===== config.mk =====
export PLATFORM = sky130hd
export DESIGN_NAME = ex_muldiv_unit
export DESIGN_NICKNAME = d
export VERILOG_FILES = /design/src/rtl/ex_muldiv_unit.sv
export SDC_FILE = /design/constraint.sdc
export NUM_CORES = 2
export LEC_CHECK = 0
export BUFFER_PORTS_ARGS = -buffer_cell sky130_fd_sc_hd__buf_4
export CORE_ASPECT_RATIO = 0.5
export CORE_MARGIN = 2
export CORE_UTILIZATION = 28
export CTS_CLUSTER_SIZE = 12
export DETAILED_ROUTE_END_ITERATION = 6
export GPL_TIMING_DRIVEN = 0
export PLACE_DENSITY = 0.53
export SLEW_MARGIN = 20
export SYNTH_ARGS = -nofsm -noshare
export SYNTH_HDL_FRONTEND = slang
export SYNTH_SLANG_ARGS = --single-unit

===== constraint.sdc =====
create_clock -name clk -period 13.7 [get_ports clk]
set_input_delay 4.11 -clock clk [delete_from_list [all_inputs] [get_ports clk]]
set_output_delay 4.11 -clock clk [all_outputs]
set_load 0.03 [all_outputs]

===== src/rtl/ex_muldiv_unit.sv =====
// RV32M multiply/divide engine for the EX stage: pipelined multiplier plus an iterative radix-2^k divider.
// Optional MULDIV_EARLY_OUT_EN: divides with |dividend| < |divisor| complete in one cycle.
package ex_muldiv_pkg;
    typedef enum logic [1:0] {
        FW_NONE    = 2'd0,
        FW_MEM_ALU = 2'd1,
        FW_WB_DATA = 2'd2
    } fw_sel_e;
endpackage

module ex_muldiv_unit
    import ex_muldiv_pkg::*;
#(
    parameter int DATA_WIDTH         = 32,
    parameter int MUL_STAGES         = 2,
    parameter int DIV_BITS_PER_CYCLE = 1
) (
    input  logic                  clk,
    input  logic                  rst,
    input  logic                  valid_i,
    input  logic                  flush_i,
    input  logic [2:0]            funct3_i,
    input  fw_sel_e               forwardA_i,
    input  fw_sel_e               forwardB_i,
    input  logic [DATA_WIDTH-1:0] rd_data1_i,
    input  logic [DATA_WIDTH-1:0] rd_data2_i,
    input  logic [DATA_WIDTH-1:0] alu_result_MEM_i,
    input  logic [DATA_WIDTH-1:0] wb_data_WB_i,
    output logic                  busy_o,
    output logic                  result_valid_o,
    output logic [DATA_WIDTH-1:0] result_o
);
    localparam int W  = DATA_WIDTH;
    localparam int K  = DIV_BITS_PER_CYCLE;
    localparam int N  = W / K;
    localparam int PD = (MUL_STAGES > 1) ? MUL_STAGES - 1 : 1;
    localparam int CW = $clog2(N + MUL_STAGES + 1) + 1;

    typedef enum logic [1:0] {S_IDLE, S_MUL, S_DIV, S_DONE} state_e;

    state_e          state_q, state_d;
    logic [CW-1:0]   cnt_q, cnt_d;
    logic            upper_q, upper_d;      // MUL: high half; DIV: remainder
    logic            neg_quo_q, neg_quo_d;
    logic            neg_rem_q, neg_rem_d;
    logic [W-1:0]    quo_q, quo_d;
    logic [W-1:0]    rem_q, rem_d;
    logic [W-1:0]    dvsr_q, dvsr_d;
    logic [W-1:0]    result_q, result_d;
    logic            result_valid_q, result_valid_d;
    logic [2*W-1:0]  prod_pipe_q [PD];

    logic            issue;
    logic [W-1:0]    op_a, op_b;
    logic            sgn, a_neg, b_neg, div0, ovf, early;
    logic [W-1:0]    a_mag, b_mag;
    logic [2*W-1:0]  ma, mb, prod_now, mul_res;
    logic [W:0]      rem_t;
    logic [W-1:0]    quo_t, q_fin, r_fin;

    function automatic logic [W-1:0] fwd(fw_sel_e sel, logic [W-1:0] rd,
                                         logic [W-1:0] mem, logic [W-1:0] wb);
        case (sel)
            FW_MEM_ALU: return mem;
            FW_WB_DATA: return wb;
            default:    return rd;
        endcase
    endfunction

    function automatic logic [W-1:0] mul_half(logic hi, logic [2*W-1:0] p);
        return hi ? p[2*W-1:W] : p[W-1:0];
    endfunction

    always_comb begin
        op_a  = fwd(forwardA_i, rd_data1_i, alu_result_MEM_i, wb_data_WB_i);
        op_b  = fwd(forwardB_i, rd_data2_i, alu_result_MEM_i, wb_data_WB_i);
        issue = (state_q == S_IDLE) && valid_i && !flush_i;
        busy_o = (state_q != S_DONE) && ((state_q != S_IDLE) || issue);
    end

    // Lower 2W bits of the product do not depend on extension beyond 2W.
    always_comb begin
        ma = (funct3_i != 3'b011) ? {{W{op_a[W-1]}}, op_a} : {{W{1'b0}}, op_a};
        mb = (funct3_i[1] == 1'b0) ? {{W{op_b[W-1]}}, op_b} : {{W{1'b0}}, op_b};
        prod_now = ma * mb;
        mul_res  = (MUL_STAGES == 1) ? prod_now : prod_pipe_q[PD-1];
    end

    always_comb begin
        sgn   = !funct3_i[0];
        a_neg = sgn && op_a[W-1];
        b_neg = sgn && op_b[W-1];
        a_mag = a_neg ? -op_a : op_a;
        b_mag = b_neg ? -op_b : op_b;
        div0  = (op_b == '0);
        ovf   = sgn && (op_a == {1'b1, {(W-1){1'b0}}}) && (op_b == '1);
`ifdef MULDIV_EARLY_OUT_EN
        early = !div0 && (a_mag < b_mag);
`else
        early = 1'b0;
`endif
    end

    // K restoring-division steps per cycle, then sign correction for the final cycle.
    always_comb begin
        rem_t = {1'b0, rem_q};
        quo_t = quo_q;
        for (int i = 0; i < K; i++) begin
            rem_t = {rem_t[W-1:0], quo_t[W-1]};
            quo_t = {quo_t[W-2:0], 1'b0};
            if (rem_t >= {1'b0, dvsr_q}) begin
                rem_t    = rem_t - {1'b0, dvsr_q};
                quo_t[0] = 1'b1;
            end
        end
        q_fin = neg_quo_q ? -quo_t : quo_t;
        r_fin = neg_rem_q ? -rem_t[W-1:0] : rem_t[W-1:0];
    end

    always_comb begin
        state_d        = state_q;
        cnt_d          = cnt_q;
        upper_d        = upper_q;
        neg_quo_d      = neg_quo_q;
        neg_rem_d      = neg_rem_q;
        quo_d          = quo_q;
        rem_d          = rem_q;
        dvsr_d         = dvsr_q;
        result_d       = result_q;
        result_valid_d = 1'b0;
        case (state_q)
            S_IDLE: if (issue) begin
                if (!funct3_i[2]) begin
                    upper_d = (funct3_i[1:0] != 2'b00);
                    if (MUL_STAGES == 1) begin
                        state_d        = S_DONE;
                        result_d       = mul_half(funct3_i[1:0] != 2'b00, prod_now);
                        result_valid_d = 1'b1;
                    end else begin
                        state_d = S_MUL;
                        cnt_d   = CW'(1);
                    end
                end else if (div0 || ovf || early) begin
                    state_d        = S_DONE;
                    result_valid_d = 1'b1;
                    if (div0)     result_d = funct3_i[1] ? op_a : '1;
                    else if (ovf) result_d = funct3_i[1] ? '0 : op_a;
                    else          result_d = funct3_i[1] ? op_a : '0;
                end else begin
                    state_d   = S_DIV;
                    cnt_d     = '0;
                    upper_d   = funct3_i[1];
                    neg_quo_d = a_neg ^ b_neg;
                    neg_rem_d = a_neg;
                    quo_d     = a_mag;
                    rem_d     = '0;
                    dvsr_d    = b_mag;
                end
            end
            S_MUL: begin
                if (cnt_q == CW'(MUL_STAGES - 1)) begin
                    state_d        = S_DONE;
                    result_d       = mul_half(upper_q, mul_res);
                    result_valid_d = 1'b1;
                end else begin
                    cnt_d = cnt_q + CW'(1);
                end
            end
            S_DIV: begin
                quo_d = quo_t;
                rem_d = rem_t[W-1:0];
                cnt_d = cnt_q + CW'(1);
                if (cnt_q == CW'(N - 1)) begin
                    state_d        = S_DONE;
                    result_d       = upper_q ? r_fin : q_fin;
                    result_valid_d = 1'b1;
                end
            end
            default: state_d = S_IDLE;
        endcase
        if (flush_i) begin
            state_d        = S_IDLE;
            result_d       = result_q;
            result_valid_d = 1'b0;
        end
    end

    always_ff @(posedge clk) begin
        if (rst) begin
            state_q        <= S_IDLE;
            cnt_q          <= '0;
            upper_q        <= 1'b0;
            neg_quo_q      <= 1'b0;
            neg_rem_q      <= 1'b0;
            quo_q          <= '0;
            rem_q          <= '0;
            dvsr_q         <= '0;
            result_q       <= '0;
            result_valid_q <= 1'b0;
        end else begin
            state_q        <= state_d;
            cnt_q          <= cnt_d;
            upper_q        <= upper_d;
            neg_quo_q      <= neg_quo_d;
            neg_rem_q      <= neg_rem_d;
            quo_q          <= quo_d;
            rem_q          <= rem_d;
            dvsr_q         <= dvsr_d;
            result_q       <= result_d;
            result_valid_q <= result_valid_d;
        end
    end

    // Free-running product pipeline; slot k holds the product issued k+1 cycles ago.
    always_ff @(posedge clk) begin
        prod_pipe_q[0] <= prod_now;
        for (int i = 1; i < PD; i++) prod_pipe_q[i] <= prod_pipe_q[i-1];
    end

    assign result_valid_o = result_valid_q;
    assign result_o       = result_q;
endmodule


Yosys cells after proc, flatten, opt, wreduce, memory -nomap -nowiden
Memory sizes are Yosys's and may differ from the RTL's.
Index checks and enable logic that the tools add are counted.
{"block": "word_totals", "register_bits": 141, "mem_bits_rw": 64, "in_bits": 139, "out_inout_bits": 34, "word_cells": 117, "mem_count": 1}
{"name": "prod_pipe_q", "words": 1, "width": 64, "read_ports": 1, "rd_clocked_by_memory_dff": 0, "wr": 1, "line": "51", "text": "logic [2*W-1:0] prod_pipe_q [PD];"}
{"block": "classes", "add_sub_neg": 6, "mul": 1, "n_lt_le_gt_ge": 1, "eq_ne": 21, "n_mux": 50, "bitwise": 3, "reduce_logical": 24}
{"op": "two-way mux 32 bit", "count": 23}
{"op": "case mux 32 bit (2 select lines)", "count": 4}
{"op": "two-way mux 64 bit", "count": 2}
{"op": "negation 32 bit", "count": 4}
{"op": "case mux 32 bit (3 select lines)", "count": 1}
{"op": "equality test 32 bit (second input constant)", "count": 2}
{"op": "multiplier 64 x 64 -> 64 bit", "count": 1}
{"op": ">= comparator 33 x 32 -> 1 bit", "count": 1}
{"op": "logical NOT 32 bit", "count": 1}
{"op": "subtractor 32 bit", "count": 1}
{"op": "two-way mux 7 bit", "count": 4}
{"op": "case mux 7 bit (3 select lines)", "count": 1}
{"op": "!= test 2 bit (second input constant)", "count": 8}
{"op": "AND reduction 4 bit", "count": 3}
{"op": "two-way mux 1 bit", "count": 9}
{"op": "two-way mux 2 bit", "count": 4}
{"op": "adder 7 x 1 -> 7 bit (second input constant)", "count": 1}
{"op": "equality test 7 x 1 -> 1 bit (second input constant)", "count": 1}
{"op": "equality test 7 x 5 -> 1 bit (second input constant)", "count": 1}
{"op": "logical AND 1 bit", "count": 7}
{"op": "AND reduction 7 bit", "count": 1}
{"op": "equality test 2 x 1 -> 1 bit (second input constant)", "count": 3}
{"op": "equality test 2 bit (second input constant)", "count": 3}
{"op": "case mux 2 bit (3 select lines)", "count": 1}
{"op": "13 further kinds", "count": 19}

Depth between registers and ports, before layout
{"block": "depth", "depth_word": 11, "ltp_mapped": 43, "ltp_nobuf": 37}

Worst setup path after synthesis
OpenSTA, ideal clock, no wires.
{"block": "synth_path", "kind": "input to register", "from": "input forwardA_i[0]", "to": "memory prod_pipe_q[0][60] (netlist name)", "setup_ns": 0.072, "arrival_time_ns": 14.277, "t_required_ns": 13.628, "path_slack_ns": -0.649, "path_stages": 38, "path_buffers": 6, "path_cell_list": "inv_1 ha_1 buf_2 buf_2 buf_1 clkbuf_1 o21a_1 clkbuf_1 a21oi_1 clkbuf_1 nand2_1 inv_1 fa_1 fa_1 fa_1 inv_1 fa_1 inv_1 [2 not listed] fa_1 fa_1 fa_1 inv_1 fa_1 inv_1 ha_1 a21o_1 a21o_1 a21o_1 a21o_1 a21oi_1 inv_1 o41ai_1 o21ai_1 a311o_1 a21oi_1 xnor2_1"}
{"block": "synth_via", "elab_chain_cells": 4, "word_cells_on_any_way": 5, "cone_classes": "mul: 1; eq/ne: 2; mux: 2"}
{"element": "start, declared", "line": "23", "text": "input fw_sel_e forwardA_i,"}
{"element": "equality test 2 bit / equality test 2 x 1 -> 1 bit (equally long branches)", "line": "63", "text": "case (sel)"}
{"element": "case mux 32 bit (2 select lines) (*)", "line": "63"}
{"element": "two-way mux 64 bit (*)", "line": "83", "text": "ma = (funct3_i != 3'b011) ? {{W{op_a[W-1]}}, op_a} : {{W{1'b0}}, op_a};"}
{"element": "multiplier 64 x 64 -> 64 bit (*)", "line": "85", "text": "prod_now = ma * mb;"}
{"element": "net prod_now[60]", "line": "57", "text": "logic [2*W-1:0] ma, mb, prod_now, mul_res;"}
{"element": "end, declared", "line": "51"}
Mark *: on every way through the listed nets, which the timed path passes. The rest lies on a longest branch.

Final worst setup path
{"block": "layout_path", "from": "input forwardA_i[1]", "to": "memory prod_pipe_q[0][48] (netlist name)"}
The elaborated chain is that of the path after synthesis.

==> impl_table.tex <==
\begin{tabular}{lr}
\hline
Metric & Value \\
\hline
\multicolumn{2}{l}{\textbf{Outcome}} \\
\quad Result of the run & finished with violations \\
\quad Violations in the final reports & design-rule violations, negative setup slack \\
\multicolumn{2}{l}{\textbf{STA}} \\
\quad Final number of setup-violating endpoints & 2 \\
\quad FMAX & 72.7 MHz \\
\quad Hold Fails Final Rpt & 0 \\
\quad Final Slew Violations & 0 \\
\quad Setup repair after global routing missed its margin & yes \\
\quad Final setup slack of the worst path & -0.0643 ns \\
\quad Clock period minus final worst setup slack & 13.76 ns \\
\quad Ratio of final minimum period to clock period & 100\% \\
\quad Final worst hold slack & 0.471 ns \\
\quad Remaining max-slew budget at the tightest pin & 7.94\% \\
\quad Worst Max-Slew Pin Slew & 1.34 ns \\
\quad Worst clock skew & 0.0271 ns \\
\multicolumn{2}{l}{\textbf{Clock network}} \\
\quad Hold bufs inserted after CTS & 0 \\
\quad Clk Latency, worst-skew pair & 0.59 ns \\
\quad CTS clk-pin slew, worst paths & 0.06 ns \\
\quad Clock tree buffer depth & 3 \\
\quad CTS Buf Count & 26 \\
\quad CTS H-tree lvls & 1 \\
\quad Clock net sink count & 205 \\
\quad Cell at the root of the clock tree & clkbuf\_16 \\
\quad TritonCTS clock tree & done \\
\multicolumn{2}{l}{\textbf{Setup path}} \\
\quad Crit path max-delay family & adder cells \\
\quad Most used cell, CP & fa\_1 \\
\quad Crit path buffers/inverters & 12 \\
\quad Worst R2R Setup Slack & 6.71 ns \\
\quad Worst path depth & 34 \\
\quad Critical path fanouts, max & 10 \\
\quad Critical path startpoint category & input port \\
\quad Required arrival time at the worst endpoint & 14.06 ns \\
\quad Endpoint arrival time on the critical path & 14.13 ns \\
\quad Critical path endpoint category & flop \\
\quad Depth of the worst register-to-register path & 21 \\
\quad WS Path Type & in2reg \\
\quad Largest stage delay on the critical path & 0.83 ns \\
\quad Beginning of the worst register-to-register path & dvsr\_q[14] \\
\quad Standard cell with the maximum stage delay on the critical path & xnor2\_1 \\
\quad End of the worst register-to-register path & result\_o[18] \\
\multicolumn{2}{l}{\textbf{Floorplanning}} \\
\quad Die W & 669 um \\
\quad I/O pins & 173 \\
\quad Starting density of the core & 28.3\% \\
\quad Die Area & 225000 um2 \\
\quad Y dimension of the die & 336 um \\
\quad \# rows & 121 \\
\quad Core outline area & 219000 um2 \\
\multicolumn{2}{l}{\textbf{Detailed routing}} \\
\quad Wirelength, routed & 322000 um \\
\quad Remaining DRCs & 3 \\
\quad Number of DRC violations after detailed-routing iteration 0 & 6537 \\
\quad Via Count & 56.5k \\
\quad Metal3 WL & 36600 um \\
\quad Met2 wire length & 135000 um \\
\quad Vias per cell & 5.32 \\
\quad M1 wire length & 123000 um \\
\quad Wire per inst & 30.3 um \\
\quad Highest metal used & met5 \\
\quad Drt first pass iters & 7 \\
\quad Antenna viol nets, final & 0 \\
\multicolumn{2}{l}{\textbf{Cells and area}} \\
\quad Fill cell instance count of the final layout & 23.0k \\
\quad Final cell area excluding filler cells & 74600 um2 \\
\quad Area growth from synthesis to final layout & 20.5\% \\
\quad Area of combinational cells with multiple inputs & 52600 um2 \\
\quad Footprint of the flip-flops and latches & 4100 um2 \\
\quad Ratio of cells with drive above 1 in the final layout & 15.7\% \\
\quad Number of nets in the layout & 9569 \\
\multicolumn{2}{l}{\textbf{Place}} \\
\quad Half-perimeter wire length of the detailed placement result & 266000 um \\
\quad Port Buffers & 170 \\
\quad Instance area at placement & 67600 um2 \\
\quad Final Wtd Congestion & 1.05 \\
\multicolumn{2}{l}{\textbf{Yosys}} \\
\quad Flip-flop and latch count after synthesis & 205 \\
\quad Proportion of netlist area held by the largest area contributor & 45.7\% \\
\quad Number of enable flip-flop cells after synthesis & 0 \\
\quad Number of distinct library cells after synthesis & 95 \\
\quad Cell types with the highest counts after synthesis & inv\_1, fa\_1, nor2\_1 \\
\quad Synth warnings & 0 \\
\quad Proportion of synthesized flip-flops having asynchronous set or reset & 0\% \\
\quad Most instantiated library cell after synthesis & inv\_1 \\
\quad Most frequently used flop master after synthesis & dfxtp\_1 \\
\quad Sequential fraction of the synthesis area & 6.63\% \\
\quad Synthesized area & 61900 um2 \\
\quad Synth top area cells & fa\_1, inv\_1, ha\_1 \\
\quad Syn Inst Count & 7219 \\
\quad Avg Synthesized Cell Area & 8.57 um2 \\
\quad Cell type with the highest aggregate area in the netlist & fa\_1 \\
\quad Post-Syn Nets & 9136 \\
\multicolumn{2}{l}{\textbf{Min path}} \\
\quad Worst hold path cell count & 2 \\
\quad Class of the worst hold path & reg2reg \\
\quad Startpoint of the most critical hold path & cnt\_q[6] \\
\quad Hold Crit Endpoint & cnt\_q[6] \\
\multicolumn{2}{l}{\textbf{Global route}} \\
\quad Pin count of the biggest net entering global routing & 22 \\
\quad Number of global-route vias before repair & 56.3k \\
\quad Wire length of the first global-routing pass & 440000 um \\
\quad Total GRT Usage & 28.2\% \\
\quad Grt total ovfl & 0 \\
\quad Initial antenna violation count & 26 \\
\multicolumn{2}{l}{\textbf{Job}} \\
\quad Number of maximum-capacitance constraint violations & 0 \\
\hline
\end{tabular}
==> tightest hold or removal path, stage by stage, from the launching register on <==
cell and delay, ns:
dfxtp_1 0.32, nand2_1 0.05, a21oi_1 0.05
==> layer usage <==
metal  GRT usage, %  up-vias
met4           18.2       18
met3           7.93      982
met5              0        -
met1           35.9    29100
li1               -    23000
met2           41.9     3485
==> metrics by stage <==
step | TNS, ns | instances | worst slack [ns] | utilization (%)
floorplan | 0 | 7219 | 0.00275 | -
global placement | -185.29 | 10300 | -6.01 | 30.6
detailed placement | -130.09 | 10400 | -4.42 | 30.9
CTS | 0 | 10500 | 0.00388 | 33.1
global route | -0.314 | 10600 | -0.0677 | 34.1
finish | -0.103 | 10600 | -0.0643 | 34.1
==> worst max-delay path by stage <==
stage / end / start / slack (ns)
4_1_cts: prod_pipe_q[0][60] / forwardA_i[0] / 0.004
3_3_place_gp: prod_pipe_q[0][62] / forwardA_i[0] / -6.01
2_1_floorplan: prod_pipe_q[0][62] / forwardA_i[0] / 0.003
3_5_place_dp: prod_pipe_q[0][53] / forwardA_i[0] / -4.42
6_report: prod_pipe_q[0][48] / forwardA_i[1] / -0.06
5_1_grt: prod_pipe_q[0][45] / forwardB_i[0] / -0.07
==> registers in the layout, summed over array words and instances, names as in the netlist <==
register	count
state_q	2
rem_q	32
result_valid_o	1
neg_rem_q	1
upper_q	1
neg_quo_q	1
cnt_q	7
dvsr_q	32
result_o	32
quo_q	32
prod_pipe_q	64
==> logic make-up after synthesis <==
family | share of synthesized area (%)
XOR/XNOR | 3.35
AO/OA/AOI/OAI | 10.3
adder cells (fa/ha/maj) | 53.1
buffers and inverters | 12.1
multiplexers | 0.950
flip-flops | 6.63
AND/OR/NAND/NOR | 13.6
==> layout make-up <==
class | count | share of cell area [%]
antenna | 13 | 0.0436
buffer | 344 | 4.44
clock buffer | 33 | 0.961
clock inverter | 13 | 0.235
inverter | 1618 | 8.17
multi-input combinational | 5026 | 70.4
sequential | 205 | 5.50
tap | 2952 | 4.95
timing repair buffer | 431 | 5.26
==> cells in the final DEF, fill, tap and decap left out, types with 41 or more instances in the layout <==
master / n
buf_6: 58
o21ai_0: 138
nor2_1: 775
nand4_1: 42
a211oi_1: 51
a21oi_1: 227
inv_1: 1572
dfxtp_1: 205
xnor2_1: 171
nand3_1: 62
buf_4: 390
nor3_1: 71
xor2_1: 45
clkbuf_4: 41
clkbuf_1: 93
a21o_1: 68
fa_1: 1335
nand2_1: 779
clkbuf_16: 57
ha_1: 337
fa_2: 77
==> what timing repair did <==
| action | in CTS | in global routing |
|---|---|---|
| pin swaps | 92 | 183 |
| endpoints found under the setup margin | 49 | 25 |
| endpoints found under the hold margin | 0 | 0 |
| cloned | 2 | 6 |
| buffers inserted | 101 | 122 |
| gates resized for setup | 844 | 391 |
Power is not shown: default switching activity piles up to over one toggle a cycle in this logic, so the estimate is an artifact.
